<file path="config.mk">
export PLATFORM = sky130hd
export DESIGN_NAME = multi_window_filter
export DESIGN_NICKNAME = d
export VERILOG_FILES = /design/src/rtl/multi_window_filter_pkg.sv /design/src/rtl/multi_window_filter_window_cmp.sv /design/src/rtl/multi_window_filter.sv
export SDC_FILE = /design/constraint.sdc
export NUM_CORES = 1
export LEC_CHECK = 0
export ABC_AREA = 1
export CAP_MARGIN = 10
export CORE_MARGIN = 3
export CORE_UTILIZATION = 35
export CTS_BUF_LIST = sky130_fd_sc_hd__clkbuf_8
export DETAILED_ROUTE_END_ITERATION = 8
export PLACE_DENSITY = 0.58
export SETUP_SLACK_MARGIN = 0.4
export SLEW_MARGIN = 0
export SYNTH_ARGS = -nofsm -noshare
export SYNTH_HDL_FRONTEND = slang
export SYNTH_HIERARCHICAL = 1
export SYNTH_SLANG_ARGS = --single-unit
</file>
<file path="constraint.sdc">
create_clock -name clk -period 5.3 [get_ports clk]
set_input_delay 1.06 -clock clk [delete_from_list [all_inputs] [get_ports clk]]
set_output_delay 1.06 -clock clk [all_outputs]
set_load 0.05 [all_outputs]
</file>
<file path="src/rtl/multi_window_filter_pkg.sv">
// Shared types and constants for the multi-window video crop filter.
// Imported by the window comparator and the filter top level.
package multi_window_pkg;

    localparam int COORD_W_DEFAULT = 16;
    localparam int DECIM_MAX_LOG2  = 3;

    typedef enum logic [1:0] {
        ST_IDLE   = 2'd0,
        ST_ACTIVE = 2'd1,
        ST_VBLANK = 2'd2
    } state_t;

    function automatic logic [31:0] sat_inc32(input logic [31:0] value);
        return (value == 32'hFFFF_FFFF) ? value : value + 32'd1;
    endfunction

endpackage

</file>
<file path="src/rtl/multi_window_filter_window_cmp.sv">
// Inclusive rectangle test of one pixel position against one shadowed window.
// An inverted rectangle (min > max) can never satisfy both bounds, so it never hits.
module window_cmp
    import multi_window_pkg::*;
#(
    parameter int COORD_W = COORD_W_DEFAULT
) (
    input  logic [COORD_W-1:0] x,
    input  logic [COORD_W-1:0] y,
    input  logic [COORD_W-1:0] xmin,
    input  logic [COORD_W-1:0] ymin,
    input  logic [COORD_W-1:0] xmax,
    input  logic [COORD_W-1:0] ymax,
    input  logic               enable,
    output logic               hit
);

    assign hit = enable && (x >= xmin) && (x <= xmax) && (y >= ymin) && (y <= ymax);

endmodule

</file>
<file path="src/rtl/multi_window_filter.sv">
// Gates active video to the union of N_WIN rectangles with optional subsampling.
// Window config is shadowed at each vsync falling edge; all outputs are registered.
module multi_window_filter
    import multi_window_pkg::*;
#(
    parameter int N_WIN   = 2,
    parameter int COORD_W = COORD_W_DEFAULT,
    parameter int DATA_W  = 24
) (
    input  logic                       clk,
    input  logic                       resetn,
    input  logic                       sw_reset,
    input  logic [DATA_W-1:0]          vid_pData_i,
    input  logic                       vid_pHSync_i,
    input  logic                       vid_pVSync_i,
    input  logic                       vid_pVDE_i,
    output logic [DATA_W-1:0]          vid_pData_o,
    output logic                       vid_pHSync_o,
    output logic                       vid_pVSync_o,
    output logic                       vid_pVDE_o,
    input  logic [N_WIN*2*COORD_W-1:0] top_left,
    input  logic [N_WIN*2*COORD_W-1:0] bottom_right,
    input  logic [N_WIN-1:0]           win_enable,
    input  logic [1:0]                 decim_log2,
    output logic [N_WIN-1:0]           win_hit,
    output logic [31:0]                frame_count,
    output logic [31:0]                last_frame_pixels
);

    localparam int CFG_W = N_WIN * 2 * COORD_W;

    state_t             state;
    state_t             state_next;
    logic               rst_n;
    logic               vsync_d1;
    logic               vde_d1;
    logic               frame_start;
    logic               vsync_rise;
    logic               line_end;
    logic               gate_open;
    logic [CFG_W-1:0]   tl_sh;
    logic [CFG_W-1:0]   br_sh;
    logic [CFG_W-1:0]   tl_eff;
    logic [CFG_W-1:0]   br_eff;
    logic [N_WIN-1:0]   en_sh;
    logic [N_WIN-1:0]   en_eff;
    logic [1:0]         dec_sh;
    logic [1:0]         dec_eff;
    logic [COORD_W-1:0] x_cnt;
    logic [COORD_W-1:0] y_cnt;
    logic [COORD_W-1:0] x_eff;
    logic [COORD_W-1:0] y_eff;
    logic [COORD_W-1:0] decim_mask;
    logic [N_WIN-1:0]   hit;
    logic               decim_pass;
    logic               pix_valid;
    logic               vde_next;
    logic [31:0]        pix_acc;

    assign rst_n       = resetn & sw_reset;
    assign frame_start = vsync_d1 & ~vid_pVSync_i;
    assign vsync_rise  = ~vsync_d1 & vid_pVSync_i;
    assign line_end    = vde_d1 & ~vid_pVDE_i;

    always_ff @(posedge clk) begin
        if (!rst_n) begin
            state <= ST_IDLE;
        end else begin
            state <= state_next;
        end
    end

    // A pixel arriving in the frame-start cycle already belongs to the new frame.
    always_comb begin
        state_next = state;
        gate_open  = (state != ST_IDLE) || frame_start;
        case (state)
            ST_IDLE:   if (frame_start) state_next = ST_ACTIVE;
            ST_ACTIVE: if (vsync_rise)  state_next = ST_VBLANK;
            ST_VBLANK: if (frame_start) state_next = ST_ACTIVE;
            default:   state_next = ST_IDLE;
        endcase
    end

    assign tl_eff  = frame_start ? top_left     : tl_sh;
    assign br_eff  = frame_start ? bottom_right : br_sh;
    assign en_eff  = frame_start ? win_enable   : en_sh;
    assign dec_eff = frame_start ? decim_log2   : dec_sh;
    assign x_eff   = frame_start ? '0 : x_cnt;
    assign y_eff   = frame_start ? '0 : y_cnt;

    assign decim_mask = ~({COORD_W{1'b1}} << dec_eff);
    assign decim_pass = ((x_eff & decim_mask) == '0) && ((y_eff & decim_mask) == '0);

    for (genvar i = 0; i < N_WIN; i++) begin : g_win
        window_cmp #(
            .COORD_W(COORD_W)
        ) u_cmp (
            .x      (x_eff),
            .y      (y_eff),
            .xmin   (tl_eff[2*i*COORD_W +: COORD_W]),
            .ymin   (tl_eff[(2*i+1)*COORD_W +: COORD_W]),
            .xmax   (br_eff[2*i*COORD_W +: COORD_W]),
            .ymax   (br_eff[(2*i+1)*COORD_W +: COORD_W]),
            .enable (en_eff[i]),
            .hit    (hit[i])
        );
    end

    assign pix_valid = vid_pVDE_i & decim_pass & gate_open;
    assign vde_next  = pix_valid & (|hit);

    // x_cnt holds the index the next VDE pixel will take in its line.
    always_ff @(posedge clk) begin
        if (!rst_n) begin
            vsync_d1 <= 1'b0;
            vde_d1   <= 1'b0;
            x_cnt    <= '0;
            y_cnt    <= '0;
            tl_sh    <= '0;
            br_sh    <= '0;
            en_sh    <= '0;
            dec_sh   <= '0;
        end else begin
            vsync_d1 <= vid_pVSync_i;
            vde_d1   <= vid_pVDE_i;
            if (frame_start) begin
                tl_sh  <= top_left;
                br_sh  <= bottom_right;
                en_sh  <= win_enable;
                dec_sh <= decim_log2;
            end
            if (vid_pVDE_i) begin
                x_cnt <= (x_eff == '1) ? x_eff : x_eff + COORD_W'(1);
            end else if (line_end || frame_start) begin
                x_cnt <= '0;
            end
            if (frame_start) begin
                y_cnt <= '0;
            end else if (line_end) begin
                y_cnt <= (y_cnt == '1) ? y_cnt : y_cnt + COORD_W'(1);
            end
        end
    end

    // Only a frame entered from VBLANK is complete enough to publish its pixel count.
    always_ff @(posedge clk) begin
        if (!rst_n) begin
            frame_count       <= '0;
            last_frame_pixels <= '0;
            pix_acc           <= '0;
        end else if (frame_start) begin
            frame_count <= frame_count + 32'd1;
            if (state == ST_VBLANK) begin
                last_frame_pixels <= pix_acc;
            end
            pix_acc <= vde_next ? 32'd1 : 32'd0;
        end else if (vde_next) begin
            pix_acc <= sat_inc32(pix_acc);
        end
    end

    always_ff @(posedge clk) begin
        if (!rst_n) begin
            vid_pData_o  <= '0;
            vid_pHSync_o <= 1'b0;
            vid_pVSync_o <= 1'b0;
            vid_pVDE_o   <= 1'b0;
            win_hit      <= '0;
        end else begin
            vid_pData_o  <= vid_pData_i;
            vid_pHSync_o <= vid_pHSync_i;
            vid_pVSync_o <= vid_pVSync_i;
            vid_pVDE_o   <= vde_next;
            win_hit      <= hit & {N_WIN{pix_valid}};
        end
    end

endmodule
</file>
==> results.txt <==
In the synthesized netlist the dominant register cell turns out to be dfxtp_1. In this run, CTS created clock tree buffers numbering 53. Counting instances, the worst hold path has a depth of 2. Clock tree synthesis found a total of 292 sinks. The cell area power density came out at 233 nW/um2. Measured in cells, the most critical reg-to-reg path has a length of 22. Counting every instance in the synthesized netlist gives 2,466. The relative max-transition margin is 5.56%. In this run, distinct cell masters in the synthesized netlist total 40. The number of endpoints with negative hold slack in the final report was 0.

The post-route DRC violation count came out at 0. The data arrival time at the worst-slack endpoint is 4.76 ns. The total setup violations reported at the end of the flow came out at 0. Internal power comes to 0.00361 W.

The clock period minus final worst setup slack came out at 4.28 ns. The leakage component of the power came out at 8.66 nW. The switching power share of the total is 25.1%. For this design, the CTS-stage hold fixing added 0 buffers. In this run, flip-flops and latches consume 46.1% of the power. The final HPWL from detailed placement came out at 36,200 um.

After detailed routing, the average wire length per cell comes to 14.5 um. Global routing consumed, over all layers together, 19.2% of the routing resources. The worst-case register-to-register setup slack is 1.54 ns. The post-placement worst setup slack came out at 0.391 ns. The cell sitting at the root of the clock tree is a clkbuf_8. Using the TritonRoute via totals, the vias-per-cell ratio works out to 4.82. The number of enable-type register cells in the synthesized netlist came out at 0. STA classifies the critical path startpoint as a primary input. The post-synthesis cell type with the largest combined area is dfxtp_1. The clock tree from TritonCTS is built.

The worst setup path is of the in -> reg kind. The placed instance count is 3,258. The area growth from synthesis to layout is 25.9%. The worst path setup slack after routing is 1.02 ns. The net total in the final layout came out at 3,008.

The number of design-rule violations left by the first detailed-router iteration came out at 919. The clock transition at the register clock pins on the worst setup and hold paths after CTS is 0.06 ns. The tightest min-delay check is of the reg -> reg type.

The synthesized area per cell came out at 6.66 um2. The H-tree depth came out at 2. The detailed-route via count came out at 16,152. The count of buffers inserted at the top-level ports came out at 254. The flow ran to the end, and the final reports show no timing, DRC or antenna violations. The flip-flop and latch count after synthesis came out at 292.

In this run the post-CTS setup repair buffer count came out at 0. The number of nets with antenna violations after routing came out at 0. The via count of the first global-routing pass came out at 15,653. For this run, asynchronously set or reset flops after synthesis account for 0%. In this run the critical register-to-register path is launched from vid_pVSync_o$_SDFF_PN0_. At the pin with the least slew margin, the transition time is 1.42 ns. The number of iterations in the first detailed-routing pass is 5. In this run the horizontal extent of the chip is 223 um.

The netlist area before placement is 16,400 um2. Measured on the finished design, the core utilization comes to 45.1%. The path with the worst hold slack has its endpoint at tl_sh[27]$_SDFF_PN0_. The number of violations of the max-capacitance limit came out at 0. The maximum number of buffers from clock root to sink came out at 3. After floorplanning, the core was sized to cover 45,900 um2. The die outline area is 49,600 um2.

Setup repair after global routing left no endpoint under its margin. The number of antenna violations at the first check in global routing came out at 2. The share of layout cells above drive strength 1 came out at 5.49%. The worst clock skew on the final layout is 0.0259 ns. The number of I/O pins came out at 255. The highest net fanout along the worst path is 53. Entering global routing, the biggest net connects 203 pins. The switching power total came out at 0.00121 W. The maximum clock frequency came out at 234 MHz. The maximum ir drop on the vdd rail is 0.170 mV. After synthesis, the largest area contributor takes up 35.6% of total cell area. The count of pins over their slew limit is 0. The total wirelength of the detailed-routed design came out at 48,400 um. The endpoint required time on the critical path came out at 5.78 ns.

The first global-routing pass estimated 79,200 um of wire. The floorplan step set the die height to 223 um. Once the floorplan was initialized, standard cells occupied 35.8% of the core. STA classifies the critical path endpoint as a register.

The final standard cell count with taps included and fillers excluded is 3,349. The combinational cell fraction of total power is 8.8%. The endpoint identified for the worst register-to-register timing path is pix_acc[3]$_SDFFE_PN0P_. The worst-skew pair later-pin latency came out at 0.62 ns.

Routability-driven placement finished with a final weighted congestion of 0.882. Setup total negative slack on the finished layout was measured at 0 ns. The power share of the clock group is 45.1%.

The synthesized netlist net count came out at 2,760. The Yosys warning count is 6. The count of cells resized by post-cts repair is 0.

The worst hold path begins at tl_sh[27]$_SDFF_PN0_. Of the synthesized area, sequential elements account for 35.6%. The fraction of the cycle the final worst path needs is 80.7%. Global routing finished with a remaining overflow of 0. The number of placement rows is 78. Sorting the synthesized cells by area gives the leading types as dfxtp_1 (36%), nand2_1 (18%), ha_1 (10%), a21oi_1 (8.8%), inv_1 (6.8%).
-- metrics by stage --
stage	power [W]	hold slack, ns	cell area (um2)
after floorplan	0.00249	0.444	16400
final	0.00482	0.469	20700
after global routing	0.00504	0.481	20700
after global placement	0.00269	0.454	19600
after CTS	0.00491	0.469	20700
after detailed placement	0.00270	0.460	19600
-- flip-flops by register name, indices dropped and copies added (netlist names) --
name               flops
br_sh                 64
en_sh                  2
win_hit                2
pix_acc               32
tl_sh                 64
vid_pHSync_o           1
vid_pData_o           24
state                  2
dec_sh                 2
x_cnt                 16
y_cnt                 16
last_frame_pixels     32
frame_count           32
vde_d1                 1
vid_pVSync_o           1
vid_pVDE_o             1
-- worst max-delay path by stage --
stage	start	end	slack, ns	cells after the start
3_3_place_gp	vid_pVSync_i	pix_acc[2]$_SDFFE_PN0P_	0.50	23
4_1_cts	vid_pVSync_i	pix_acc[6]$_SDFFE_PN0P_	1.09	23
3_5_place_dp	vid_pVSync_i	pix_acc[6]$_SDFFE_PN0P_	0.39	23
5_1_grt	vid_pVSync_i	pix_acc[3]$_SDFFE_PN0P_	0.71	25
6_report	vid_pVSync_i	pix_acc[3]$_SDFFE_PN0P_	1.02	23
2_1_floorplan	vid_pVSync_i	pix_acc[25]$_SDFFE_PN0P_	1.51	24
-- cell usage after synthesis, types with 2 or more instances --
library cell / count
nor3_2: 4
xnor2_1: 5
nand3b_1: 15
buf_1: 2
nand2_1: 771
nor4_1: 6
nand3_1: 96
o21a_2: 2
and3_1: 3
inv_2: 8
nand2_2: 13
clkinv_1: 3
o21a_1: 6
nand4_1: 20
o21ai_0: 61
a21oi_2: 5
nor2_1: 254
nor3_4: 2
xor2_1: 32
ha_1: 132
nor3_1: 31
dfxtp_1: 292
buf_2: 33
o21ai_1: 11
inv_1: 296
o21bai_1: 4
nor2_4: 4
buf_6: 3
buf_4: 5
nor2_2: 4
nand3_2: 2
a21oi_1: 290
clkbuf_1: 44
-- power groups by stage --
stage / clock network [W] / registers [W] / logic [W]
after global routing: 0.00235 / 0.00222 / 0.000472
after detailed placement: 0 / 0.00227 / 0.000428
after CTS: 0.00226 / 0.00222 / 0.000429
after floorplan: 0 / 0.00230 / 0.000190
final: 0.00217 / 0.00222 / 0.000426
after global placement: 0 / 0.00227 / 0.000423
-- worst max-delay path: stages --
cell             delay, ns
clkdlybuf4s50_1       0.57
nor2_4                0.08
buf_12                0.18
nor2_1                0.47
inv_1                 0.17
ha_1                  0.32
nand2_1               0.04
nor2_1                0.09
nor2_1                0.05
nand2_1               0.05
nand2_1               0.04
nand2_1               0.06
nand2_1               0.06
a21oi_2               0.16
nand3_1               0.09
nor2_1                0.23
nor2_1                0.08
inv_1                 0.09
nand3_2               0.12
inv_2                 0.31
nand2_1               0.24
nand2_1               0.11
a21oi_1               0.06
-- cells in the final DEF (no fill, tap or decap), types with 8 or more instances in the layout --
cell type,netlist,final
o21ai_1,11,11
dfxtp_1,292,292
nor2_1,254,254
ha_1,132,132
a21oi_1,290,290
nand3b_1,15,15
o21ai_0,61,61
inv_1,296,307
nand2_1,771,770
buf_4,5,18
nor3_1,31,31
inv_2,8,8
xor2_1,32,32
nand3_1,96,96
clkdlybuf4s50_1,0,254
clkbuf_8,0,69
nand2_2,13,12
nand4_1,20,20
-- cell families after synthesis --
family | share of synthesized area [%]
flops | 35.6
buf+inv | 9.51
simple gates | 30.8
xor+xnor | 1.97
fa+ha+maj | 10.1
compound gates | 12.1
-- routing by layer --
metal / global-route usage, % / routed length, um
met1: 25.7 / 22900
met2: 31.4 / 21600
met3: 3.91 / 2850
met4: 5.48 / 1050
met5: 0 / 27
-- cell type report --
class / count / area, um2
Antenna cell: 1 / 2.50
Clock buffer: 69 / 950
Clock inverter: 20 / 115
Fill cell: 4785 / 25200
Inverter: 307 / 1150
Multi-Input combinational cell: 1780 / 9030
Sequential cell: 292 / 5850
Tap cell: 600 / 751
Timing Repair Buffer: 280 / 2820
Power figures use the tool's default switching activity.
